**config.mk**
```make
export PLATFORM = sky130hd
export DESIGN_NAME = if_stage
export DESIGN_NICKNAME = d
export VERILOG_FILES = /design/src/rtl/if_stage_pkg.sv /design/src/rtl/if_stage_if_id_reg.sv /design/src/rtl/if_stage.sv
export SDC_FILE = /design/constraint.sdc
export NUM_CORES = 1
export LEC_CHECK = 0
export CAP_MARGIN = 40
export CORE_MARGIN = 2
export CORE_UTILIZATION = 43
export DETAILED_ROUTE_END_ITERATION = 16
export PLACE_DENSITY = 0.73
export SLEW_MARGIN = 40
export SYNTH_ARGS = -nofsm -noshare
export SYNTH_HDL_FRONTEND = slang
export SYNTH_SLANG_ARGS = --single-unit
```
**constraint.sdc**
```tcl
create_clock -name clk -period 3.1 [get_ports clk]
set_clock_uncertainty 0.2 [all_clocks]
set_input_delay 0.775 -clock clk [delete_from_list [all_inputs] [get_ports clk]]
set_output_delay 0.775 -clock clk [all_outputs]
set_load 0.1 [all_outputs]
```
**src/rtl/if_stage_pkg.sv**
```systemverilog
// Shared definitions for the instruction-fetch stage and its pipeline register.
package if_stage_pkg;

    localparam int          XLEN_DEFAULT = 32;
    localparam logic [31:0] NOP_INSTR    = 32'h0000_0013;

    // Fetch FSM: issue a request, wait for its reply, or hold a reply
    // that decode could not take yet.
    typedef enum logic [1:0] {
        S_REQ  = 2'd0,
        S_WAIT = 2'd1,
        S_HOLD = 2'd2
    } if_state_t;

endpackage

```
**src/rtl/if_stage_if_id_reg.sv**
```systemverilog
// Pipeline register carrying {pc, instr, valid}. A write either loads a real
// instruction or inserts a bubble (NOP, valid=0, pc kept for debug).
module if_id_reg
    import if_stage_pkg::*;
#(
    parameter int XLEN = XLEN_DEFAULT
) (
    input  logic            clk,
    input  logic            rst,
    input  logic            write_en,
    input  logic            bubble,
    input  logic [XLEN-1:0] load_pc,
    input  logic [31:0]     load_instr,
    output logic [XLEN-1:0] pc,
    output logic [31:0]     instr,
    output logic            valid
);

    // Load, bubble or hold the stage contents on each clock.
    always_ff @(posedge clk) begin
        if (rst) begin
            pc    <= '0;
            instr <= NOP_INSTR;
            valid <= 1'b0;
        end else if (write_en) begin
            if (bubble) begin
                instr <= NOP_INSTR;
                valid <= 1'b0;
            end else begin
                pc    <= load_pc;
                instr <= load_instr;
                valid <= 1'b1;
            end
        end
    end

endmodule

```
**src/rtl/if_stage.sv**
```systemverilog
// Instruction-fetch stage: owns the PC, a one-outstanding fetch FSM, a
// one-entry skid buffer and the IF/ID register.
module if_stage
    import if_stage_pkg::*;
#(
    parameter int              XLEN     = XLEN_DEFAULT,
    parameter logic [XLEN-1:0] RESET_PC = '0
) (
    input  logic            clk,
    input  logic            rst,
    input  logic            PCwrite,
    input  logic            IF_IDwrite,
    input  logic            flush,
    input  logic [XLEN-1:0] branch_target,
    output logic            imem_req,
    output logic [XLEN-1:0] imem_addr,
    input  logic            imem_ready,
    input  logic            imem_rvalid,
    input  logic [31:0]     imem_rdata,
    output logic [XLEN-1:0] if_id_pc,
    output logic [31:0]     if_id_instr,
    output logic            if_id_valid,
    output logic            fetch_busy
);

    if_state_t       state, state_next;
    logic [XLEN-1:0] pc, pc_next;
    logic [XLEN-1:0] inflight_pc;
    logic [XLEN-1:0] skid_pc;
    logic [31:0]     skid_instr;
    logic            drop, drop_next;
    logic            inflight_load;
    logic            skid_load;
    logic            deliver;
    logic [XLEN-1:0] deliver_pc;
    logic [31:0]     deliver_instr;
    logic [XLEN-1:0] target_aligned;

    assign target_aligned = branch_target & ~XLEN'(3);

    // A set drop flag in S_REQ means a reply from before reset is still owed
    // by memory; no new request goes out until it has been absorbed, so it
    // can never be mistaken for the reply to a newer request.
    assign imem_req   = (state == S_REQ) & PCwrite & ~flush & ~drop & ~rst;
    assign imem_addr  = pc;
    assign fetch_busy = (state != S_REQ);

    // Next-state logic: flush redirects first, then the fetch handshake.
    always_comb begin
        state_next    = state;
        pc_next       = pc;
        drop_next     = drop;
        inflight_load = 1'b0;
        skid_load     = 1'b0;
        deliver       = 1'b0;
        deliver_pc    = inflight_pc;
        deliver_instr = imem_rdata;
        case (state)
            S_REQ: begin
                if (drop && imem_rvalid) begin
                    drop_next = 1'b0;
                end
                if (flush) begin
                    pc_next = target_aligned;
                end else if (imem_req && imem_ready) begin
                    pc_next       = pc + XLEN'(4);
                    inflight_load = 1'b1;
                    state_next    = S_WAIT;
                end
            end
            S_WAIT: begin
                if (flush) begin
                    pc_next = target_aligned;
                    if (imem_rvalid) begin
                        drop_next  = 1'b0;
                        state_next = S_REQ;
                    end else begin
                        drop_next = 1'b1;
                    end
                end else if (imem_rvalid) begin
                    if (drop) begin
                        drop_next  = 1'b0;
                        state_next = S_REQ;
                    end else if (IF_IDwrite) begin
                        deliver    = 1'b1;
                        state_next = S_REQ;
                    end else begin
                        skid_load  = 1'b1;
                        state_next = S_HOLD;
                    end
                end
            end
            S_HOLD: begin
                if (flush) begin
                    pc_next    = target_aligned;
                    state_next = S_REQ;
                end else if (IF_IDwrite) begin
                    deliver       = 1'b1;
                    deliver_pc    = skid_pc;
                    deliver_instr = skid_instr;
                    state_next    = S_REQ;
                end
            end
            default: begin
                state_next = S_REQ;
            end
        endcase
    end

    // State, PC, drop flag and buffers; reset remembers an unanswered request.
    always_ff @(posedge clk) begin
        if (rst) begin
            state       <= S_REQ;
            pc          <= RESET_PC;
            drop        <= ((state == S_WAIT) || drop) && !imem_rvalid;
            inflight_pc <= '0;
            skid_pc     <= '0;
            skid_instr  <= NOP_INSTR;
        end else begin
            state <= state_next;
            pc    <= pc_next;
            drop  <= drop_next;
            if (inflight_load) begin
                inflight_pc <= pc;
            end
            if (skid_load) begin
                skid_pc    <= inflight_pc;
                skid_instr <= imem_rdata;
            end
        end
    end

    if_id_reg #(
        .XLEN(XLEN)
    ) u_if_id_reg (
        .clk        (clk),
        .rst        (rst),
        .write_en   (IF_IDwrite | flush),
        .bubble     (~deliver),
        .load_pc    (deliver_pc),
        .load_instr (deliver_instr),
        .pc         (if_id_pc),
        .instr      (if_id_instr),
        .valid      (if_id_valid)
    );

endmodule
```
Word-level counts from Yosys, hierarchy flattened:

Index checks and enable logic that the tools add are counted.

* memory bits (read-only): 0
* latch bits: 0
* flip-flop bits (word level): 196
* input port bits: 71
* bits in writable memories: 0
* memories kept: 0
* output and inout port bits: 99

* $mul: 0
* add/subtract/negate cells: 1
* bitwise operators: 8
* multiplexer cells: 42
* shift operators: 0
* equality and inequality tests: 10
* divide/modulo/power cells: 0
* reduce and logical (&&, ||, !) cells: 14
* magnitude comparators: 0

Operator list (number)
* $mux 32: 10
* $pmux 32 s2: 1
* $add 32x3->32 const B: 1
* $mux 1: 19
* $mux 2: 9
* $ne 3x2->1 const B: 2
* $pmux 2 s3: 1
* $reduce_and 3->1: 2
* $and 1x1->1: 4
* $ne 2x1->1 const B: 2
* $ne 2x2->1 const B: 2
* $ne 4x4->1 const B: 1
* $pmux 1 s2: 2
* $reduce_and 4->1: 1
* $reduce_bool 2->1: 2
* $logic_and 1x1->1: 3
* $ne 3x3->1 const B: 1
* $not 1->1: 3
* $reduce_bool 3->1: 1
* $eq 2x1->1 const B: 1
* $eq 2x2->1 const B: 1
* $logic_not 2->1: 1
* $reduce_and 2->1: 1
* $reduce_or 2->1: 1
* other kinds (3): 3

Logic depth before layout (Yosys ltp):

Gate-level depths: netlist of run 1.

* depth in word-level cells: 9
* mapped depth: 10

Hierarchy:

From an unflattened synthesis of run 1, not the netlist that was laid out.

* cell total of the unflattened synthesis: 1066
* area, all modules: 8992.4 um2

Modules (own cells, without submodules)
* if_stage: area each 6208.5 um2, instances 1, cells an instance 776
* if_id_reg: area each 2783.9 um2, instances 1, cells an instance 290

Worst setup path after synthesis of run 1:

No wires, ideal clock.

* kind: reg-to-reg
* from: register pc[3] (netlist: imem_addr[3])
* to: register pc[16] (netlist: imem_addr[16])
* setup slack: 0.243 ns
* data arrival time: 2.537 ns
* library setup time: 0.120 ns
* buffers on the path: 1
* stages on the path, launching flop included: 7
* cell sequence: dfxtp_1 > ha_1 > nand4_2 > nor4_4 > buf_4 > a41oi_1 > o221a_2

* cells in the longest elaborated chain, start to end: 4

RTL lines
* start, declared: line if_stage.sv:27 `logic [XLEN-1:0] pc, pc_next;`
* start signal, assigned: line if_stage.sv:121 `pc <= pc_next;`
* $add 32x3->32: line if_stage.sv:66 `pc_next = pc + XLEN'(4);`
* $mux 32: line if_stage.sv:65 `end else if (imem_req && imem_ready) begin`
* $mux 32: line if_stage.sv:63 `if (flush) begin`
* $pmux 32 s2: line if_stage.sv:58 `case (state)`

Every way passes these cells. The select of a mux whose other input is x is not followed.
A chain may end at the register's enable or synchronous reset.

Final worst setup path of run 1:

* from: input port flush
* to: output port imem_req

* cells in the longest elaborated chain, start to end: 4

RTL lines
* start, declared: line if_stage.sv:13 `input logic flush,`
* $not 1->1: line if_stage.sv:44 `assign imem_req = (state == S_REQ) & PCwrite & ~flush & ~drop & ~rst;`
* $and 1x1->1 (3 in a row): line if_stage.sv:44
* end, declared: line if_stage.sv:15 `output logic imem_req,`

Every way passes these cells.

==> impl_metrics.csv, run 1 <==
group,metric,value,unit
outcome,outcome,"complete, no violations",
worst_setup_path,critical_path_class,"in -> out",
synthesis,synthTopCellsByArea,"dfxtp_1 (46%), nand2_1 (11%), a21oi_1 (7.9%)",
finish,nets,1224,
synthesis,ys_async_sr_fraction,0,%
timing,slew-limit-headroom,48.9,%
timing,fin_crit_sh,91.6,%
global_routing,grt_pass1_wl,35.5,mm
cts,cts.sinks,188,
timing,post-route-min-period,2.84,ns
detailed_routing,vias,7603,
worst_setup_path,start_kind,"input port",
placed_design,pre_cts_ws,0.163,ns
global_routing,antenna_found_initial,0,
timing,rsz0062_at_grt,"false",
worst_hold_path,holdCritPathClass,"reg -> reg",
detailed_routing,drtPass1Iterations,5,
timing,setup_tns,0,ns
global_routing,grt_use_met3,4.04,%
detailed_routing,drt_iter0_drc,661,
synthesis,syn_area,8180,um2
timing,setup_ws,0.261,ns
floorplan,fp.dieArea,20100,um2
global_routing,grt-ovfl-total,0,
detailed_routing,wire_per_inst,16.1,um
synthesis,avgSynthCellArea,8.03,um2
cts,cts_tree,"built",
cts,cts_buffers,17,
timing,hold_viol_final,0,
placed_design,dp_hpwl,14.9,mm
synthesis,yosys.area.top_type,"dfxtp_1",
worst_setup_path,worstPathMaxFanout,4,
detailed_routing,avgViaCountPerCell,5.45,
cts,clk_path_buf_depth,2,
detailed_routing,ant_nets,0,
synthesis,yosysMostFrequentCell,"nand2_1",
finish,layout-drive-gt1-share,18.8,%
global_routing,use_met1,30.9,%
cts,post-cts-setup-buffer-count,0,
synthesis,ys_warn_count,0,
placed_design,place_congestion,0.862,
global_routing,gr-max-usage-layer,"met2",
cts,cts_resized,0,
worst_setup_path,critPathRequiredTime,2.12,ns
synthesis,synthTopCellsByCount,"nand2_1 (246), dfxtp_1 (187), a21oi_1 (129), nor2_1 (91), clkbuf_1 (54)",
global_routing,track_usage,21.9,%
synthesis,ys_seq_elements,188,
global_routing,grt_max_degree,180,
global_routing,grt_pass1_vias,6801,
cts,h-tree-depth,4,
cts,clock-root-buffer,"clkbuf_16",
synthesis,synthCells,1019,
detailed_routing,routed_wl,22.5,mm
synthesis,synth_top_area_share,45.7,%
timing,drv_slew,0,
worst_setup_path,arrival,1.86,ns
floorplan,core_area,18700,um2
floorplan,row_count,50,
job,maxCapViolCount,0,
floorplan,die_y,142,um
synthesis,synth-edff-count,1,
synthesis,ys_types,60,
detailed_routing,post-route-drc-count,0,
cts,clk_latency,0.42,ns
power,power_density,510,nW/um2
floorplan,die_x,142,um
placed_design,port_buffers,163,
finish,antenna_cells,0,
synthesis,synth_flop_cell,"dfxtp_1",
worst_setup_path,setup.worst_path.end_class,"output pin",
global_routing,met2_usage,34.0,%
floorplan,initial_utilization,43.7,%
timing,setup_viol_count_final,0,
timing,timing.fmax,352,MHz
timing,worst_slew_pin_slew,0.767,ns
floorplan,io_pins,170,
synthesis,ys_seq_area_share,46.1,%
power,leakage,3.79,nW
cts,clk_pin_slew,0.07,ns
finish,area_delta_synth_final,27.7,%
cts,hold_buffers,0,
power,ir_drop,0.365,mV
==> cell usage in the layout (no fill, tap or decap), types with 5 or more instances in the layout <==
master and instances:
a311oi_1 33, a21o_1 5, buf_12 8, clkdlybuf4s50_1 67, mux2_2 29, o21ai_0 19, nand3_1 43, buf_4 123
a22oi_1 29, o221a_2 7, nor2_1 90, dfxtp_1 187, clkbuf_16 17, ha_1 5, nand4_1 12, inv_1 9
a31oi_1 6, and3_1 5, nand2_1 244, nor3_1 8, a21oi_1 129
==> flip-flops by register name, summed over array words and instances (netlist names) <==
register           flops
u_if_id_reg.pc        30
imem_addr             30
state                  2
skid_pc               30
drop                   1
u_if_id_reg.instr     32
inflight_pc           30
u_if_id_reg.valid      1
skid_instr            32
==> metal layers <==
layer / wire [um] / vias to the layer above
li1: - / 3799
met2: 10500 / 183
met4: 440 / 0
met5: 0 / -
met1: 10500 / 3593
met3: 1010 / 28
==> cells by family (layout without fill, tap and decap cells) <==
| group | count (synthesis) | after routing | synth area share, % |
|---|---|---|---|
| adder cells (fa/ha/maj) | 5 | 5 | 0.765 |
| buffers and inverters | 100 | 238 | 5.29 |
| AND/OR/NAND/NOR | 434 | 434 | 23.0 |
| flip-flops | 188 | 188 | 46.1 |
| AO/OA/AOI/OAI | 258 | 258 | 20.4 |
| other | 1 | 4 | 0.0458 |
| multiplexers | 33 | 33 | 4.48 |
==> final timing paths <==
kind / startpoint / endpoint / slack [ns] / depth (start not counted)
max: flush / imem_req / 0.26 / 4
min reg2reg: skid_instr[11] / skid_instr[11] / 0.25 / 2
min: skid_instr[11] / skid_instr[11] / 0.25 / 2
max reg2reg: state[0] / imem_addr[19] / 0.60 / 8
==> metrics by stage <==
stage / hold slack (ns) / area, um2 / util (%) / power [mW] / cells
CTS: 0.257 / 10400 / 55.9 / 5.37 / 1394
global placement: 0.240 / 9860 / 52.7 / 3.17 / 1363
finish: 0.254 / 10400 / 55.9 / 5.33 / 1394
global route: 0.272 / 10400 / 55.9 / 5.51 / 1394
floorplan: 0.234 / 8190 / - / 2.95 / 1022
detailed placement: 0.247 / 9860 / 52.7 / 3.17 / 1363
==> where the power goes <==
group	switching [mW]	leakage, nW	internal [mW]
sequential	0.0483	1.52	2.45
combinational	0.421	1.98	0.205
clock	0.991	0.289	1.21
total	1.46	3.79	3.87
==> critical path: stages <==
cell	delay, ns
clkdlybuf4s50_1	0.48
nor2_1	0.19
and3_1	0.23
buf_12	0.18
==> cell type report <==
| cell class | instances | area, um2 |
|---|---|---|
| fill | 1708 | 8260 |
| multi-input combinational | 734 | 4010 |
| sequential | 188 | 3770 |
| timing repair buffer | 198 | 1750 |
| clock buffer | 18 | 429 |
| tap | 234 | 293 |
| clock inverter | 13 | 158 |
| inverter | 9 | 33.8 |
(Power assumes the default switching activity.)
==> run 2, diff against run 1 <==
Settings changed: PLACE_DENSITY 0.73 to default, PLACE_DENSITY_LB_ADDON from default to 0.2.
==> run 2 against run 1 <==
  * Setup slack worse by 0.070 ns
  * Hold slack worse by 0.00070 ns
  * Register-to-register slack gained 0.04 ns
  * Sequential power barely moved
  * Clock-buffer cell count up 2
  * Critical path depth unchanged
  * Critical path type unchanged
  * Largest cell class unchanged
  * Largest power group unchanged
==> impl_metrics.csv, run 2 (synthesis results as in run 1) <==
group,metric,value,unit
worst_setup_path,crit_buf_inv,2,
detailed_routing,drtPass1Iterations,6,
finish,nets,1225,
worst_setup_path,reg2reg_slack,0.64,ns
power,clkPwrFrac,41.2,%
worst_setup_path,path_cells,"clkdlybuf4s50_1 -> nor2_1 -> and3_1 -> buf_12",
finish,nFillCells,1763,
worst_hold_path,hold_end,"skid_instr[13]",
worst_setup_path,arrival,1.93,ns
placed_design,port_buffers,163,
cts,clk_path_buf_depth,2,
cts,clk_pin_slew,0.07,ns
power,power_density,507,nW/um2
cts,clock-root-buffer,"clkbuf_16",
finish,area_delta_synth_final,28.1,%
finish,mostFrequentLayoutCells,"nand2_1 (244), dfxtp_1 (187), a21oi_1 (129)",
floorplan,row_count,50,
power,leakage,3.81,nW
timing,slew-limit-headroom,40.9,%
worst_setup_path,ff2ff_path_depth,8,
placed_design,dp_hpwl,14.8,mm
cts,cts_resized,0,
worst_setup_path,start_kind,"input port",
worst_hold_path,whs_path_depth,2,
finish,seq_area,3770,um2
placed_design,place_congestion,0.860,
cts,cts_tree,"built",
power,power_switching,1.46,mW
worst_setup_path,critical_path_class,"in -> out",
power,combPwrFrac,11.7,%
worst_setup_path,worstPathMaxFanout,6,
detailed_routing,ant_nets,0,
global_routing,track_usage,22.3,%
worst_setup_path,cp_slowest_stage_delay,0.51,ns
worst_setup_path,r2r-start,"state[0]",
detailed_routing,routed_wl,22.5,mm
worst_setup_path,critPathRequiredTime,2.12,ns
outcome,outcome,"complete, no violations",
power,ir_drop,0.456,mV
power,swShare,27.4,%
floorplan,io_pins,170,
worst_setup_path,r2r-end,"imem_addr[19]",
detailed_routing,drt_iter0_drc,667,
floorplan,initial_utilization,43.7,%
timing,drv_slew,0,
power,seq_power_share,47.0,%
worst_hold_path,holdCritPathClass,"reg -> reg",
global_routing,grt-ovfl-total,0,
detailed_routing,wire_per_inst,16.2,um
timing,setup_viol_count_final,0,
timing,timing.hold.ws,0.254,ns
worst_hold_path,worstHoldStart,"skid_instr[13]",
finish,final_cells,1395,
timing,hold_viol_final,0,
global_routing,grt_max_degree,180,
timing,fin_crit_sh,93.9,%
timing,timing.fmax,344,MHz
cts,cts.sinks,188,
finish,largestRegisters,"skid_instr x32, u_if_id_reg.instr x32",
timing,post-route-min-period,2.91,ns
cts,cts_buffers,17,
floorplan,die_x,142,um
placed_design,place_inst,1364,
detailed_routing,vias,7583,
global_routing,antenna_found_initial,0,
power,intPower,3.86,mW
finish,antenna_cells,0,
detailed_routing,post-route-drc-count,0,
cts,clk_latency,0.43,ns
global_routing,grt_pass1_wl,36.2,mm
finish,final_common_cell,"nand2_1",
timing,rsz0062_at_grt,"false",
cts,h-tree-depth,4,
worst_setup_path,setup.worst_path.end_class,"output pin",
floorplan,fp.dieArea,20100,um2
worst_setup_path,cp_top_family,"buffers and inverters",
worst_setup_path,crit_slowest_cell,"clkdlybuf4s50_1",
finish,multiInputGateArea,4010,um2
timing,worst_slew_pin_slew,0.886,ns
floorplan,core_area,18700,um2
global_routing,grt_pass1_vias,6788,
floorplan,die_y,142,um
finish,layout-drive-gt1-share,18.9,%
job,maxCapViolCount,0,
detailed_routing,avgViaCountPerCell,5.44,
cts,post-cts-setup-buffer-count,0,
timing,setup_tns,0,ns
cts,hold_buffers,0,
run 2: cell count changes in the layout (fill, tap and decap cells not counted), sizes merged:
cell | previous run | this run
buf | 131 | 132
bufinv | 2 | 1
clkbuf | 18 | 20
clkinv | 3 | 1
inv | 16 | 17
run 2: worst min-delay path: cells and delay by family, from the launching register on:
kind | cells | cell delay [ns]
compound gates | 1 | 0.05
flops | 1 | 0.31
simple gates | 1 | 0.05
run 2: layout make-up:
class                           instances  area share [%]
Clock buffer                           20            4.45
Clock inverter                         11            1.18
Inverter                                9           0.322
Multi-Input combinational cell        734            38.2
Sequential cell                       188            36.0
Tap cell                              234            2.79
Timing Repair Buffer                  199            17.0
run 2: through the flow:
stage | area, um2 | total power [mW] | setup slack, ns | util [%]
2_1_floorplan | 8190 | 2.95 | 0.243 | -
6_report | 10500 | 5.31 | 0.191 | 56.0
4_1_cts | 10500 | 5.36 | 0.201 | 56.0
3_3_place_gp | 9890 | 3.17 | 0.151 | 52.9
5_1_grt | 10500 | 5.51 | 0.141 | 56.0
3_5_place_dp | 9890 | 3.17 | 0.130 | 52.9
run 2: power by group through the flow:
| stage | sequential [mW] | clock [mW] | combinational (mW) |
|---|---|---|---|
| after global routing | 2.50 | 2.34 | 0.661 |
| after floorplan | 2.73 | 0 | 0.223 |
| after detailed placement | 2.55 | 0 | 0.621 |
| final | 2.50 | 2.19 | 0.624 |
| after global placement | 2.55 | 0 | 0.621 |
| after CTS | 2.50 | 2.24 | 0.623 |
run 2: layer usage:
metal / part of all wire (%) / track usage (%) / vias to the layer above
met5: 0 / 0 / -
met4: 1.1 / 4.95 / 0
met3: 5.1 / 4.24 / 16
met2: 45 / 34.0 / 216
met1: 48 / 32.7 / 3536
li1: - / - / 3815
run 2: how the worst max path moves through the flow:
stage | depth (start not counted) | slack [ns] | endpoint | start
final | 4 | 0.19 | imem_req | flush
after floorplan | 6 | 0.24 | imem_addr[16] | imem_addr[3]
after global placement | 7 | 0.15 | imem_addr[6] | flush
after detailed placement | 7 | 0.13 | u_if_id_reg.pc[17] | flush
after global routing | 4 | 0.14 | imem_req | flush
after CTS | 4 | 0.20 | imem_req | flush
